==> src/rtl/fetch_unit_if.sv <==
// Instruction-fetch bus bundle: instruction ROM request/response, decode
// hazard and redirect inputs, and the IF/ID pipeline register outputs.
interface fetch_unit_if #(
  parameter int unsigned ADDR_W = 5
);
  logic [ADDR_W-1:0] imem_addr;
  logic [31:0]       imem_instr;
  logic              stall;
  logic              redirect_valid;
  logic [31:0]       redirect_pc;
  logic              if_id_valid;
  logic [31:0]       if_id_instr;
  logic [31:0]       if_id_pc;
  logic [31:0]       if_id_pc4;
  logic              halted;

  // Fetch-unit side: requests instructions and produces IF/ID.
  modport master (
    output imem_addr,
    input  imem_instr,
    input  stall,
    input  redirect_valid,
    input  redirect_pc,
    output if_id_valid,
    output if_id_instr,
    output if_id_pc,
    output if_id_pc4,
    output halted
  );

  // System side: ROM, decode stage and branch resolution.
  modport slave (
    input  imem_addr,
    output imem_instr,
    output stall,
    output redirect_valid,
    output redirect_pc,
    input  if_id_valid,
    input  if_id_instr,
    input  if_id_pc,
    input  if_id_pc4,
    input  halted
  );
endinterface

==> src/rtl/fetch_unit.sv <==
// Instruction-fetch stage: owns the PC, addresses the instruction ROM and
// registers the returned word into IF/ID. A fetched halt word is held as
// speculative for HALT_DRAIN unstalled cycles; any redirect inside that
// window cancels it, otherwise fetch stops for good until reset.
module fetch_unit #(
  parameter int unsigned ADDR_W     = 5,
  parameter logic [31:0] HALT_INSTR = 32'hFFFF_FFFF,
  parameter logic [31:0] NOP_INSTR  = 32'h0000_0013,
  parameter int unsigned HALT_DRAIN = 3
) (
  input  logic         clk,
  input  logic         rst_n,
  fetch_unit_if.master bus
);

  localparam logic [1:0] S_RUN       = 2'd0;
  localparam logic [1:0] S_HALT_WAIT = 2'd1;
  localparam logic [1:0] S_HALTED    = 2'd2;

  // Drain counter is 4 bits wide, enough for a window of up to 15 cycles.
  localparam logic [3:0] DRAIN_LIMIT = 4'(HALT_DRAIN);

  logic [1:0]  state_q, state_d;
  logic [31:0] pc_q, pc_d;
  logic [3:0]  cnt_q, cnt_d;
  logic        valid_q, valid_d;
  logic [31:0] instr_q, instr_d;
  logic [31:0] ifpc_q, ifpc_d;
  logic [31:0] ifpc4_q, ifpc4_d;
  logic        halted_q, halted_d;

  logic [31:0] pc_plus4_s;
  logic [31:0] redirect_tgt_s;
  logic [3:0]  cnt_inc_s;
  logic        redirect_lsb_unused_s;

  assign pc_plus4_s     = pc_q + 32'd4;
  assign redirect_tgt_s = {bus.redirect_pc[31:2], 2'b00};
  assign cnt_inc_s      = cnt_q + 4'd1;
  // Byte-offset bits of the target are discarded by design.
  assign redirect_lsb_unused_s = ^bus.redirect_pc[1:0];

  // ROM word address comes straight from the PC so the returned word is
  // available within the same cycle.
  assign bus.imem_addr   = pc_q[ADDR_W+1:2];
  assign bus.if_id_valid = valid_q;
  assign bus.if_id_instr = instr_q;
  assign bus.if_id_pc    = ifpc_q;
  assign bus.if_id_pc4   = ifpc4_q;
  assign bus.halted      = halted_q;

  // Next-state logic: redirect beats stall beats advance, except in HALTED.
  always_comb begin
    state_d  = state_q;
    pc_d     = pc_q;
    cnt_d    = cnt_q;
    valid_d  = valid_q;
    instr_d  = instr_q;
    ifpc_d   = ifpc_q;
    ifpc4_d  = ifpc4_q;
    halted_d = halted_q;
    case (state_q)
      S_RUN: begin
        if (bus.redirect_valid) begin
          pc_d    = redirect_tgt_s;
          valid_d = 1'b0;
          instr_d = NOP_INSTR;
          cnt_d   = 4'd0;
          state_d = S_RUN;
        end else if (bus.stall) begin
          state_d = S_RUN;
        end else begin
          valid_d = 1'b1;
          instr_d = bus.imem_instr;
          ifpc_d  = pc_q;
          ifpc4_d = pc_plus4_s;
          if (bus.imem_instr == HALT_INSTR) begin
            // PC parks on the halt word so a cancelled halt can be refetched.
            state_d = S_HALT_WAIT;
            cnt_d   = 4'd0;
          end else begin
            pc_d = pc_plus4_s;
          end
        end
      end
      S_HALT_WAIT: begin
        if (bus.redirect_valid) begin
          // Halt was on a wrong path: cancel it and resume at the target.
          pc_d    = redirect_tgt_s;
          valid_d = 1'b0;
          instr_d = NOP_INSTR;
          cnt_d   = 4'd0;
          state_d = S_RUN;
        end else if (bus.stall) begin
          state_d = S_HALT_WAIT;
        end else begin
          valid_d = 1'b0;
          instr_d = NOP_INSTR;
          cnt_d   = cnt_inc_s;
          if (cnt_inc_s == DRAIN_LIMIT) begin
            state_d  = S_HALTED;
            halted_d = 1'b1;
          end else begin
            state_d = S_HALT_WAIT;
          end
        end
      end
      S_HALTED: begin
        valid_d  = 1'b0;
        instr_d  = NOP_INSTR;
        halted_d = 1'b1;
        state_d  = S_HALTED;
      end
      default: begin
        // Unreachable encoding: recover to a clean RUN with a bubble.
        state_d  = S_RUN;
        cnt_d    = 4'd0;
        valid_d  = 1'b0;
        instr_d  = NOP_INSTR;
        halted_d = 1'b0;
      end
    endcase
  end

  // State, PC and IF/ID register update with asynchronous reset.
  always_ff @(posedge clk or negedge rst_n) begin
    if (!rst_n) begin
      state_q  <= S_RUN;
      pc_q     <= 32'd0;
      cnt_q    <= 4'd0;
      valid_q  <= 1'b0;
      instr_q  <= NOP_INSTR;
      ifpc_q   <= 32'd0;
      ifpc4_q  <= 32'd0;
      halted_q <= 1'b0;
    end else begin
      state_q  <= state_d;
      pc_q     <= pc_d;
      cnt_q    <= cnt_d;
      valid_q  <= valid_d;
      instr_q  <= instr_d;
      ifpc_q   <= ifpc_d;
      ifpc4_q  <= ifpc4_d;
      halted_q <= halted_d;
    end
  end

endmodule

==> src/flat_wrapper.sv <==
// flat-port wrapper written by rule: the top's interface ports become plain ports
module fetch_unit_flat 
#(
  parameter int unsigned ADDR_W     = 5,
  parameter logic [31:0] HALT_INSTR = 32'hFFFF_FFFF,
  parameter logic [31:0] NOP_INSTR  = 32'h0000_0013,
  parameter int unsigned HALT_DRAIN = 3
)
  (clk, rst_n, bus_imem_addr, bus_imem_instr, bus_stall, bus_redirect_valid, bus_redirect_pc, bus_if_id_valid, bus_if_id_instr, bus_if_id_pc, bus_if_id_pc4, bus_halted);
  fetch_unit_if #(.ADDR_W(ADDR_W)) bus_i ();
  input  logic clk;
  input  logic rst_n;
  output wire logic [$bits(bus_i.imem_addr)-1:0] bus_imem_addr;
  input wire logic [$bits(bus_i.imem_instr)-1:0] bus_imem_instr;
  input wire logic [$bits(bus_i.stall)-1:0] bus_stall;
  input wire logic [$bits(bus_i.redirect_valid)-1:0] bus_redirect_valid;
  input wire logic [$bits(bus_i.redirect_pc)-1:0] bus_redirect_pc;
  output wire logic [$bits(bus_i.if_id_valid)-1:0] bus_if_id_valid;
  output wire logic [$bits(bus_i.if_id_instr)-1:0] bus_if_id_instr;
  output wire logic [$bits(bus_i.if_id_pc)-1:0] bus_if_id_pc;
  output wire logic [$bits(bus_i.if_id_pc4)-1:0] bus_if_id_pc4;
  output wire logic [$bits(bus_i.halted)-1:0] bus_halted;
  assign bus_imem_addr = bus_i.imem_addr;
  assign bus_i.imem_instr = bus_imem_instr;
  assign bus_i.stall = bus_stall;
  assign bus_i.redirect_valid = bus_redirect_valid;
  assign bus_i.redirect_pc = bus_redirect_pc;
  assign bus_if_id_valid = bus_i.if_id_valid;
  assign bus_if_id_instr = bus_i.if_id_instr;
  assign bus_if_id_pc = bus_i.if_id_pc;
  assign bus_if_id_pc4 = bus_i.if_id_pc4;
  assign bus_halted = bus_i.halted;
  fetch_unit #(.ADDR_W(ADDR_W), .HALT_INSTR(HALT_INSTR), .NOP_INSTR(NOP_INSTR), .HALT_DRAIN(HALT_DRAIN)) u_core (.clk(clk), .rst_n(rst_n), .bus(bus_i));
endmodule
==> config.mk <==
export PLATFORM = sky130hd
export DESIGN_NAME = fetch_unit_flat
export DESIGN_NICKNAME = d
export VERILOG_FILES = /design/src/rtl/fetch_unit_if.sv /design/src/rtl/fetch_unit.sv /design/src/flat_wrapper.sv
export SDC_FILE = /design/constraint.sdc
export NUM_CORES = 1
export LEC_CHECK = 0
export CORE_UTILIZATION = 40
export DETAILED_ROUTE_END_ITERATION = 10
export PLACE_DENSITY = 0.69
export SKIP_CTS_REPAIR_TIMING = 1
export SLEW_MARGIN = 20
export SYNTH_ARGS = -nofsm -noshare
export SYNTH_HDL_FRONTEND = slang
export SYNTH_SLANG_ARGS = --single-unit
==> constraint.sdc <==
create_clock -name clk -period 3.5 [get_ports clk]
set_input_delay 0.875 -clock clk [delete_from_list [all_inputs] [get_ports clk]]
set_output_delay 0.875 -clock clk [all_outputs]
set_load 0.005 [all_outputs]
# ---- Word level (Yosys, flattened, before mapping)
# Cells that the tools add are included.
dict set report totals {
  reg_bits 136
  inputBits 68
  out_inout_bits 103
  wordCells 66
}
dict set report op_classes {
  n_addsub 2
  eq_ne 13
  n_mux 32
  bitwise 4
  reduce_logical 7
}
# cell count
set op_table {}
lappend op_table {{two-way mux 32 bit} 8}
lappend op_table {{one-hot mux 32 bit (2 select lines)} 2}
lappend op_table {{adder 32 x 3 -> 32 bit (second input constant)} 1}
lappend op_table {{== test 32 bit (second input constant)} 1}
lappend op_table {{two-way mux 4 bit} 5}
lappend op_table {{two-way mux 2 bit} 6}
lappend op_table {{one-hot mux 4 bit (3 select lines)} 1}
lappend op_table {{AND reduction 4 bit} 3}
lappend op_table {{inequality test 3 bit (second input constant)} 3}
lappend op_table {{two-way mux 1 bit} 7}
lappend op_table {{inequality test 2 bit (second input constant)} 3}
lappend op_table {{one-hot mux 2 bit (3 select lines)} 1}
lappend op_table {{adder 4 x 1 -> 4 bit (second input constant)} 1}
lappend op_table {{== test 4 x 2 -> 1 bit (second input constant)} 1}
lappend op_table {{inequality test 4 x 3 -> 1 bit (second input constant)} 1}
lappend op_table {{inverter 1 bit} 4}
lappend op_table {{inequality test 3 x 2 -> 1 bit (second input constant)} 1}
lappend op_table {{one-hot mux 1 bit (3 select lines)} 1}
lappend op_table {{AND reduction 3 bit} 1}
lappend op_table {{== test 2 x 1 -> 1 bit (second input constant)} 1}
lappend op_table {{== test 2 bit (second input constant)} 1}
lappend op_table {{logical NOT 2 bit} 1}
lappend op_table {{inequality test 2 x 1 -> 1 bit (second input constant)} 1}
lappend op_table {{one-hot mux 1 bit (2 select lines)} 1}
lappend op_table {{other kinds (2)} 2}

# ---- Depth between registers and ports, before layout
# Gate-level depths: netlist of the first run.
dict set report depth {
  depth_word 6
  depth_mapped 9
  ltp_nobuf 7
}

# ---- Worst setup path after synthesis of the first run
# Ideal clock, no wire load.
dict set report synth_path {
  kind {input to register}
  start {input bus_imem_instr[15]}
  end {register u_core.pc_q[26]}
  setup_time_ns 0.138
  arrival_time_ns 2.161
  required_ns 3.362
  slack_ns 1.201
  cell_stages 7
  n_path_buf 1
  path_cell_list {nand4_1 > nor4_1 > nand2_1 > a22oi_1 > clkbuf_1 > a21oi_1 > a2bb2oi_1}
}
dict set report synth_between {
  elab_chain_len 3
}
# element line_no
set synth_rtl {}
lappend synth_rtl {{start, declared} flat_wrapper.sv:14} ;# input wire logic [$bits(bus_i.imem_instr)-1:0] bus_imem_instr;
lappend synth_rtl {{== test 32 bit} fetch_unit.sv:77} ;# if (bus.imem_instr == HALT_INSTR) begin
lappend synth_rtl {{inequality test 3 bit (no line)} --}
lappend synth_rtl {{AND reduction 4 bit (no line)} --}
lappend synth_rtl {{end signal, assigned} fetch_unit.sv:138} ;# pc_q <= pc_d;
lappend synth_rtl {{end, declared} fetch_unit.sv:24} ;# logic [31:0] pc_q, pc_d;
# No other way between the ends.
# A chain may end at the register's enable or synchronous reset.

# ---- Worst setup path after layout of the first run
dict set report layout_path {
  start {input bus_imem_instr[28]}
  end {register u_core.pc_q[21]}
}
# The elaborated chain is that of the path after synthesis.

==> metrics.txt, run 1 <==
fin cells=985; Yosys warning total=0; Root Buffer=clkbuf_16; Comb power frac=36.6%; Worst EP required=3.76 ns; Final TNS setup=0 ns; WL final=16330 um; period utilization=75.26%; maximum vdd ir drop=0.4287 mV; Syn Inst Count=640; largest net degree at the start of global routing=73; part of the power in registers=37.7%; HPWL Detailed=11360 um; MaxCap Viol Count=0; area of the core=0.01475 mm2; initial antenna violation count=0; total congestion overflow=0; Die W=125.7 um; gpl congestion=0.8472; initial DRC count=291; TritonRoute pass-1 iters=4; layout cell share with drive strength beyond 1=8.739%; Setup violations, final=0; R2R Path End=u_core.bus.if_id_pc4[22]$_DFFE_PN0P_; R2R Setup Slk=0.95 ns; Clock Latency Late Sink=0.41 ns; initial core utilization=41.49%; number of global-route vias before repair=5363; WS Path Type=primary input to flip-flop; status=finished, final reports clean; clk slew on worst S/H paths=0.06 ns; Antenna Cells=0; synthesized area per cell=9.564 um2; H-Tree Depth=4; num ports=171; Post-Syn Area=0.006121 mm2; first-pass GRT wire length=27190 um; Layout area overhead=39.29%; type of destination of the critical path=flip-flop; vias per cell=5.376; Die Span Y=125.7 um; final hold violation count=0; CTS Buf Count=17; nets=863; Psw=2350 uW; # port buffers=164; DRC=0; R2R depth=7; CP Launch Type=primary input; RSZ-0062 raised after global routing=no; post-place setup slack=0.4431 ns; via count=5295; Post-synth EDFFs=0; Seq/Total Area, Yosys=53.21%; Final Max Tran Viols=0; Slew headroom=47.10%; remaining antenna violation count after routing=0; switching share of power=33.54%; Clock Tree Buf Depth=2; clock tree from TritonCTS=built; Clk pwr share=25.8%; worst slew pin tran=0.7862 ns; Distinct cells, synth=54; Power Density=821.9 mW/mm2; WP data arrival=2.89 ns; HP Class=primary input to asynchronous set/reset pin; Final WS setup=0.8658 ns; ys flop type=dfrtp_1; Hold Slack=0.4201 ns; Routed WL per cell=16.58 um; num rows=44; Placed Instances=953; Static Leak=0.003690 uW; Fin Clk Skew=0.008767 ns; Synth async-reset ratio=100.0%; Tmin final=2.634 ns; clock sinks=130; die area=0.01580 mm2; internal power=4657 uW; GRT Total Usage=21.78%; fmax=379.6 MHz; flops & latches, synth=130; worst r2r src=u_core.pc_q[2]$_DFFE_PN0P_; critical path fanouts, max=17
-- metal layers --
layer	GRT usage (%)	vias up	share of wire, %
met3	6.075	26	6.9
met4	7.532	0	1.5
met2	34.84	207	46
met5	0	-	0
li1	-	2513	-
met1	28.44	2549	46
-- metrics by stage --
step,power [uW],cell area (um2),util (%)
after global placement,5134,7914,53.64
after global routing,7466,8526,57.78
after floorplan,3865,6132,-
final,7007,8526,57.78
after CTS,7071,8526,57.78
after detailed placement,5213,7914,53.64
-- Yosys cell counts (3+ instances only) --
| cell type | n | area (um2) |
|---|---|---|
| dfrtp_1 | 127 | 3178 |
| o21ai_1 | 15 | 75.07 |
| nor3_1 | 9 | 45.04 |
| nand4_1 | 10 | 62.56 |
| o22ai_1 | 9 | 56.30 |
| nor4_1 | 4 | 25.02 |
| a22oi_1 | 12 | 90.09 |
| and3_1 | 13 | 81.33 |
| o2bb2ai_1 | 5 | 43.79 |
| a31oi_1 | 4 | 25.02 |
| nand2_1 | 137 | 514.2 |
| o21ai_0 | 51 | 255.2 |
| buf_2 | 3 | 15.01 |
| inv_1 | 10 | 37.54 |
| ha_1 | 7 | 87.58 |
| a2bb2oi_1 | 7 | 61.31 |
| or2_2 | 3 | 18.77 |
| nor2_1 | 34 | 127.6 |
| a22o_1 | 30 | 262.8 |
| o22a_1 | 3 | 26.28 |
| buf_4 | 11 | 82.58 |
| clkbuf_1 | 34 | 127.6 |
| xnor2_1 | 20 | 175.2 |
| nand3_1 | 10 | 50.05 |
| dfstp_2 | 3 | 78.83 |
| xor2_1 | 8 | 70.07 |
| a21oi_1 | 26 | 130.1 |
-- kinds of logic (layout without fill, tap and decap cells) --
| group | Yosys count | after routing | share of synthesized area, % |
|---|---|---|---|
| and+or+nand+nor | 239 | 239 | 17.85 |
| AOI/OAI and AO/OA | 170 | 170 | 18.01 |
| DFF | 130 | 130 | 53.21 |
| buffers and inverters | 61 | 219 | 4.742 |
| xor gates and xnor gates | 28 | 28 | 4.007 |
| adders and majority gates | 7 | 7 | 1.431 |
| muxes | 4 | 4 | 0.6950 |
| other | 1 | 4 | 0.06127 |
-- layout by cell type (no fill, tap or decap), types with 10 or more instances in the layout --
| master | n |
|---|---|
| nand4_1 | 10 |
| o21ai_1 | 15 |
| inv_1 | 10 |
| buf_4 | 10 |
| nand2_1 | 137 |
| xnor2_1 | 20 |
| clkbuf_16 | 17 |
| a22o_1 | 30 |
| a22oi_1 | 11 |
| nor2_1 | 33 |
| clkdlybuf4s50_1 | 163 |
| o21ai_0 | 51 |
| and3_1 | 12 |
| a21oi_1 | 26 |
| dfrtp_1 | 127 |
-- flip-flops by register name, summed over array words and instances, names as in the netlist --
signal                  count
u_core.bus.if_id_valid      1
u_core.cnt_q                4
u_core.pc_q                30
u_core.bus.if_id_pc4       30
u_core.bus.if_id_pc        30
u_core.bus.halted           1
u_core.state_q              2
u_core.bus.if_id_instr     32
-- power groups by stage --
stage,clock (uW),sequential [uW],combinational (uW)
6_report,1810,2640,2560
5_1_grt,1900,2740,2830
4_1_cts,1840,2640,2590
3_5_place_dp,0,2650,2560
3_3_place_gp,0,2630,2510
2_1_floorplan,0,2530,1340
-- how the worst max path moves through the flow --
| stage | cells past startpoint | start | end | slack [ns] |
|---|---|---|---|---|
| 5_1_grt | 7 | u_core.pc_q[2]$_DFFE_PN0P_ | u_core.bus.if_id_pc4[22]$_DFFE_PN0P_ | 0.74 |
| 3_3_place_gp | 8 | bus_imem_instr[15] | u_core.pc_q[21]$_DFFE_PN0P_ | 0.49 |
| 3_5_place_dp | 8 | bus_imem_instr[28] | u_core.cnt_q[1]$_DFFE_PN0P_ | 0.44 |
| 2_1_floorplan | 7 | bus_imem_instr[15] | u_core.pc_q[26]$_DFFE_PN0P_ | 1.20 |
| 6_report | 8 | bus_imem_instr[28] | u_core.pc_q[21]$_DFFE_PN0P_ | 0.87 |
| 4_1_cts | 8 | bus_imem_instr[28] | u_core.cnt_q[1]$_DFFE_PN0P_ | 0.87 |
-- critical path, stage by stage --
cell and delay [ns]:
clkdlybuf4s50_1 0.50, nand4_1 0.12, nor4_1 0.30, buf_4 0.17, nand2_1 0.13, a22o_1 0.50
a21oi_1 0.24, a21oi_1 0.06
-- layout make-up --
cell class | instances | area, um2
Multi-Input combinational cell | 452 | 2611
Fill cell | 1268 | 6228
Inverter | 10 | 37.54
Timing Repair Buffer | 177 | 1778
Clock inverter | 7 | 96.34
Tap cell | 184 | 230.2
Clock buffer | 25 | 515.5
Sequential cell | 130 | 3257
Power figures use the tool's default switching activity.
==> inputs of run 2 (changes only) <==
Settings changed: PLACE_DENSITY 0.69 to 0.71.
Clock period 3.5 ns to 2.3 ns, I/O delays scaled along.
==> metrics.txt, run 2 (synthesis results as in run 1) <==
status=finished, final reports clean; initial antenna violation count=0; DRC=0; remaining antenna violation count after routing=0; Root Buffer=clkbuf_16; worst r2r src=u_core.pc_q[6]$_DFFE_PN0P_; Antenna Cells=0; Worst EP required=2.63 ns; R2R Path End=u_core.pc_q[17]$_DFFE_PN0P_; Routed WL per cell=16.97 um; part of the power in registers=34.8%; clk slew on worst S/H paths=0.06 ns; CTS Buf Count=17; Static Leak=0.004113 uW; largest net degree at the start of global routing=61; gpl congestion=0.8377; initial DRC count=314; clock tree from TritonCTS=built; end point of the critical path=u_core.pc_q[17]$_DFFE_PN0P_; WS Path Type=primary input to flip-flop; Final TNS setup=0 ns; Multi-input gate area=0.002633 mm2; # port buffers=164; TritonRoute pass-1 iters=5; num ports=171; GRT Total Usage=22.33%; Setup violations, final=0; R2R Setup Slk=0.16 ns; vias per cell=5.433; switching share of power=33.40%; HP Class=primary input to asynchronous set/reset pin; internal power=7444 uW; Finished Core Util=61.52%; Final Max Tran Viols=0; total congestion overflow=0; nets=911; Reg area=0.003257 mm2; period utilization=97.83%; initial core utilization=41.49%; Clock Tree Buf Depth=2; Tmin final=2.250 ns; Psw=3733 uW; Layout area overhead=48.28%; Die W=125.7 um; via count=5612; Power Density=1232 mW/mm2; RSZ-0062 raised after global routing=no; most common cell after layout, fill and taps aside=clkdlybuf4s50_1; clock sinks=130; R2R depth=7; Comb power frac=40.8%; die area=0.01580 mm2; Clock Latency Late Sink=0.42 ns; Fin Clk Skew=0.006900 ns; HPWL Detailed=11800 um; first-pass GRT wire length=27850 um; layout cell share with drive strength beyond 1=14.25%; critical path fanouts, max=6; WP data arrival=2.58 ns; Worst Setup SP=bus_imem_instr[8]; type of destination of the critical path=flip-flop; max reg flops=32; H-Tree Depth=4; total power=11180 uW; WL final=17530 um; maximum vdd ir drop=0.6102 mV; fmax=444.4 MHz; number of global-route vias before repair=5572; num rows=44; Die Span Y=125.7 um; CP Launch Type=primary input; MaxCap Viol Count=0; Clk pwr share=24.4%; area of the core=0.01475 mm2; fillcell total=1246; most frequent cells in the layout=151 x clkdlybuf4s50_1, 136 x nand2_1, 127 x dfrtp_1; final hold violation count=0
run 2: changes by cell type in the layout (fill, tap and decap cells not counted), sizes merged:
cell           delta
buf              +45
clkdlybuf4s50    -12
dlymetal6s2s     +12
clkinv            +4
bufinv            +1
clkbuf            -1
clkinvlp          -1
run 2: area by class of cell:
type / instances / area share (%)
multi-input cells: 452 / 29.00
clock buffers: 21 / 5.073
flip-flops and latches: 130 / 35.88
well taps: 184 / 2.537
repair buffers: 225 / 25.60
inverters: 10 / 0.4136
clock inverters: 11 / 1.489
run 2: metal layers:
layer	global-route usage [%]	vias up	wire (um)
li1	-	2623	-
met1	28.75	2753	7605
met2	36.54	210	8535
met3	5.395	26	1138
met4	8.321	0	251
met5	0	-	0
run 2: how the worst min path moves through the flow:
stage | startpoint | end | slack, ns | depth (start not counted)
final | rst_n | u_core.bus.if_id_instr[31]$_DFFE_PN0P_ | 0.10 | 1
after global routing | rst_n | u_core.bus.if_id_instr[8]$_DFFE_PN0P_ | 0.13 | 1
after CTS | rst_n | u_core.bus.if_id_instr[8]$_DFFE_PN0P_ | 0.10 | 1
after detailed placement | u_core.bus.if_id_pc[10]$_DFFE_PN0P_ | u_core.bus.if_id_pc[10]$_DFFE_PN0P_ | 0.46 | 2
after global placement | u_core.bus.if_id_pc[25]$_DFFE_PN0P_ | u_core.bus.if_id_pc[25]$_DFFE_PN0P_ | 0.46 | 2
after floorplan | rst_n | u_core.bus.halted$_DFFE_PN0P_ | 0.28 | 0
run 2: worst max-delay path, stage by stage:
cell and delay [ns]:
clkdlybuf4s50_1 0.53, nand4_1 0.13, nor4_2 0.33, nand2_2 0.12, buf_6 0.14, a22oi_2 0.15
buf_6 0.19, clkbuf_16 0.16, a21oi_1 0.04, o22ai_1 0.21
run 2: per-stage QoR:
stage,setup WS (ns),std cells,hold slack (ns),area (um2)
2_1_floorplan,0.2081,643,0.2794,6132
3_3_place_gp,-0.4874,994,0.4598,8297
3_5_place_dp,-0.5008,994,0.4610,8297
4_1_cts,-0.07992,1026,0.1019,8892
5_1_grt,0.02726,1033,0.1265,9076
6_report,0.04991,1033,0.1024,9076
run 2: power by group through the flow:
stage	Combinational, uW	Clock, uW	Sequential (uW)
global placement	4230	0	3850
CTS	4350	2780	3880
global route	5000	2880	4020
floorplan	2030	0	3850
detailed placement	4320	0	3910
finish	4560	2730	3890
==> inputs of run 3 (changes only) <==
Settings changed: MAX_ROUTING_LAYER from default to met4.
==> metrics.txt, run 3 (synthesis results as in run 1) <==
R2R depth=7; Die W=125.7 um; first-pass GRT wire length=27830 um; status=finished, final reports clean; RSZ-0062 raised after global routing=no; Finished Core Util=61.52%; DRC=0; worst r2r src=u_core.pc_q[6]$_DFFE_PN0P_; maximum vdd ir drop=0.6091 mV; Routed WL per cell=17.04 um; die area=0.01580 mm2; MaxCap Viol Count=0; TritonRoute pass-1 iters=5; nets=911; max reg flops=32; remaining antenna violation count after routing=0; Fin Clk Skew=0.007395 ns; CP Launch Type=primary input; HP Class=primary input to asynchronous set/reset pin; most frequent cells in the layout=151 x clkdlybuf4s50_1, 136 x nand2_1, 127 x dfrtp_1; largest net degree at the start of global routing=61; Root Buffer=clkbuf_16; Antenna Cells=0; Final Max Tran Viols=0; Hold Slack=0.1020 ns; period utilization=97.45%; Clock Tree Buf Depth=2; Clock Latency Late Sink=0.42 ns; via count=5632; WP data arrival=2.57 ns; Post-DP Area=0.008297 mm2; final instance area=0.009076 mm2; Worst EP required=2.63 ns; total power=11190 uW; final hold violation count=0; gpl congestion=0.8507; vias per cell=5.452; GRT Total Usage=23.01%; total congestion overflow=0; Power Density=1233 mW/mm2; type of destination of the critical path=flip-flop; fillcell total=1246; # port buffers=164; clk slew on worst S/H paths=0.06 ns; H-Tree Depth=4; R2R Path End=u_core.pc_q[17]$_DFFE_PN0P_; R2R Setup Slk=0.14 ns; WL final=17610 um; Static Leak=0.004113 uW; WS Path Type=primary input to flip-flop; initial antenna violation count=0; Die Span Y=125.7 um; layout cell share with drive strength beyond 1=14.25%; Worst Setup SP=bus_imem_instr[8]; area of the core=0.01475 mm2; Layout area overhead=48.28%; most common cell after layout, fill and taps aside=clkdlybuf4s50_1; clock sinks=130; end point of the critical path=u_core.pc_q[17]$_DFFE_PN0P_; number of global-route vias before repair=5591; fmax=446.2 MHz; initial core utilization=41.49%; HPWL Detailed=11800 um; critical path fanouts, max=6; Tmin final=2.241 ns; Setup violations, final=0; num rows=44; CTS Buf Count=17; num ports=171; initial DRC count=306; clock tree from TritonCTS=built
## run 3: report_power, final
part	leakage [uW]	internal, uW	switching, uW
Combinational	0.00219	2510	2060
Sequential	0.00163	3190	701
Clock	0.000292	1750	985
Total	0.00411	7440	3740
## run 3: worst max-delay path, cell delays in order
cell	delay [ns]
clkdlybuf4s50_1	0.53
nand4_1	0.13
nor4_2	0.33
nand2_2	0.12
buf_6	0.14
a22oi_2	0.15
buf_6	0.19
clkbuf_16	0.16
a21oi_1	0.04
o22ai_1	0.20
## run 3: metal layers
metal  wire length (um)  global-route usage (%)  vias to the layer above
met4                240                   8.321                        0
met2               8539                   36.57                      214
met3               1070                   4.928                       24
li1                   -                       -                     2623
met1               7756                   29.00                     2771
met5                  0                       -                        -
## run 3: stage by stage
stage               setup WS [ns]  instances  TNS (ns)
floorplan                  0.2081        643         0
global placement          -0.4874        994    -14.43
detailed placement        -0.5008        994    -15.37
CTS                      -0.07992       1026   -0.9804
global route              0.02477       1033         0
finish                    0.05869       1033         0
## run 3: cell type report
type                       instances  area [um2]  share of cell area [%]
sequential                       130        3257                   35.88
clock inverter                    11       135.1                   1.489
tap                              184       230.2                   2.537
clock buffer                      21       460.4                   5.073
inverter                          10       37.54                  0.4136
timing repair buffer             225        2323                   25.60
multi-input combinational        452        2633                   29.00
## run 3: worst min-delay path by stage
stage	startpoint	to	slack, ns	depth (start not counted)
after detailed placement	u_core.bus.if_id_pc[10]$_DFFE_PN0P_	u_core.bus.if_id_pc[10]$_DFFE_PN0P_	0.46	2
after global placement	u_core.bus.if_id_pc[25]$_DFFE_PN0P_	u_core.bus.if_id_pc[25]$_DFFE_PN0P_	0.46	2
after CTS	rst_n	u_core.bus.if_id_instr[8]$_DFFE_PN0P_	0.10	1
after floorplan	rst_n	u_core.bus.halted$_DFFE_PN0P_	0.28	0
after global routing	rst_n	u_core.bus.if_id_instr[8]$_DFFE_PN0P_	0.13	1
final	rst_n	u_core.bus.if_id_instr[31]$_DFFE_PN0P_	0.10	1
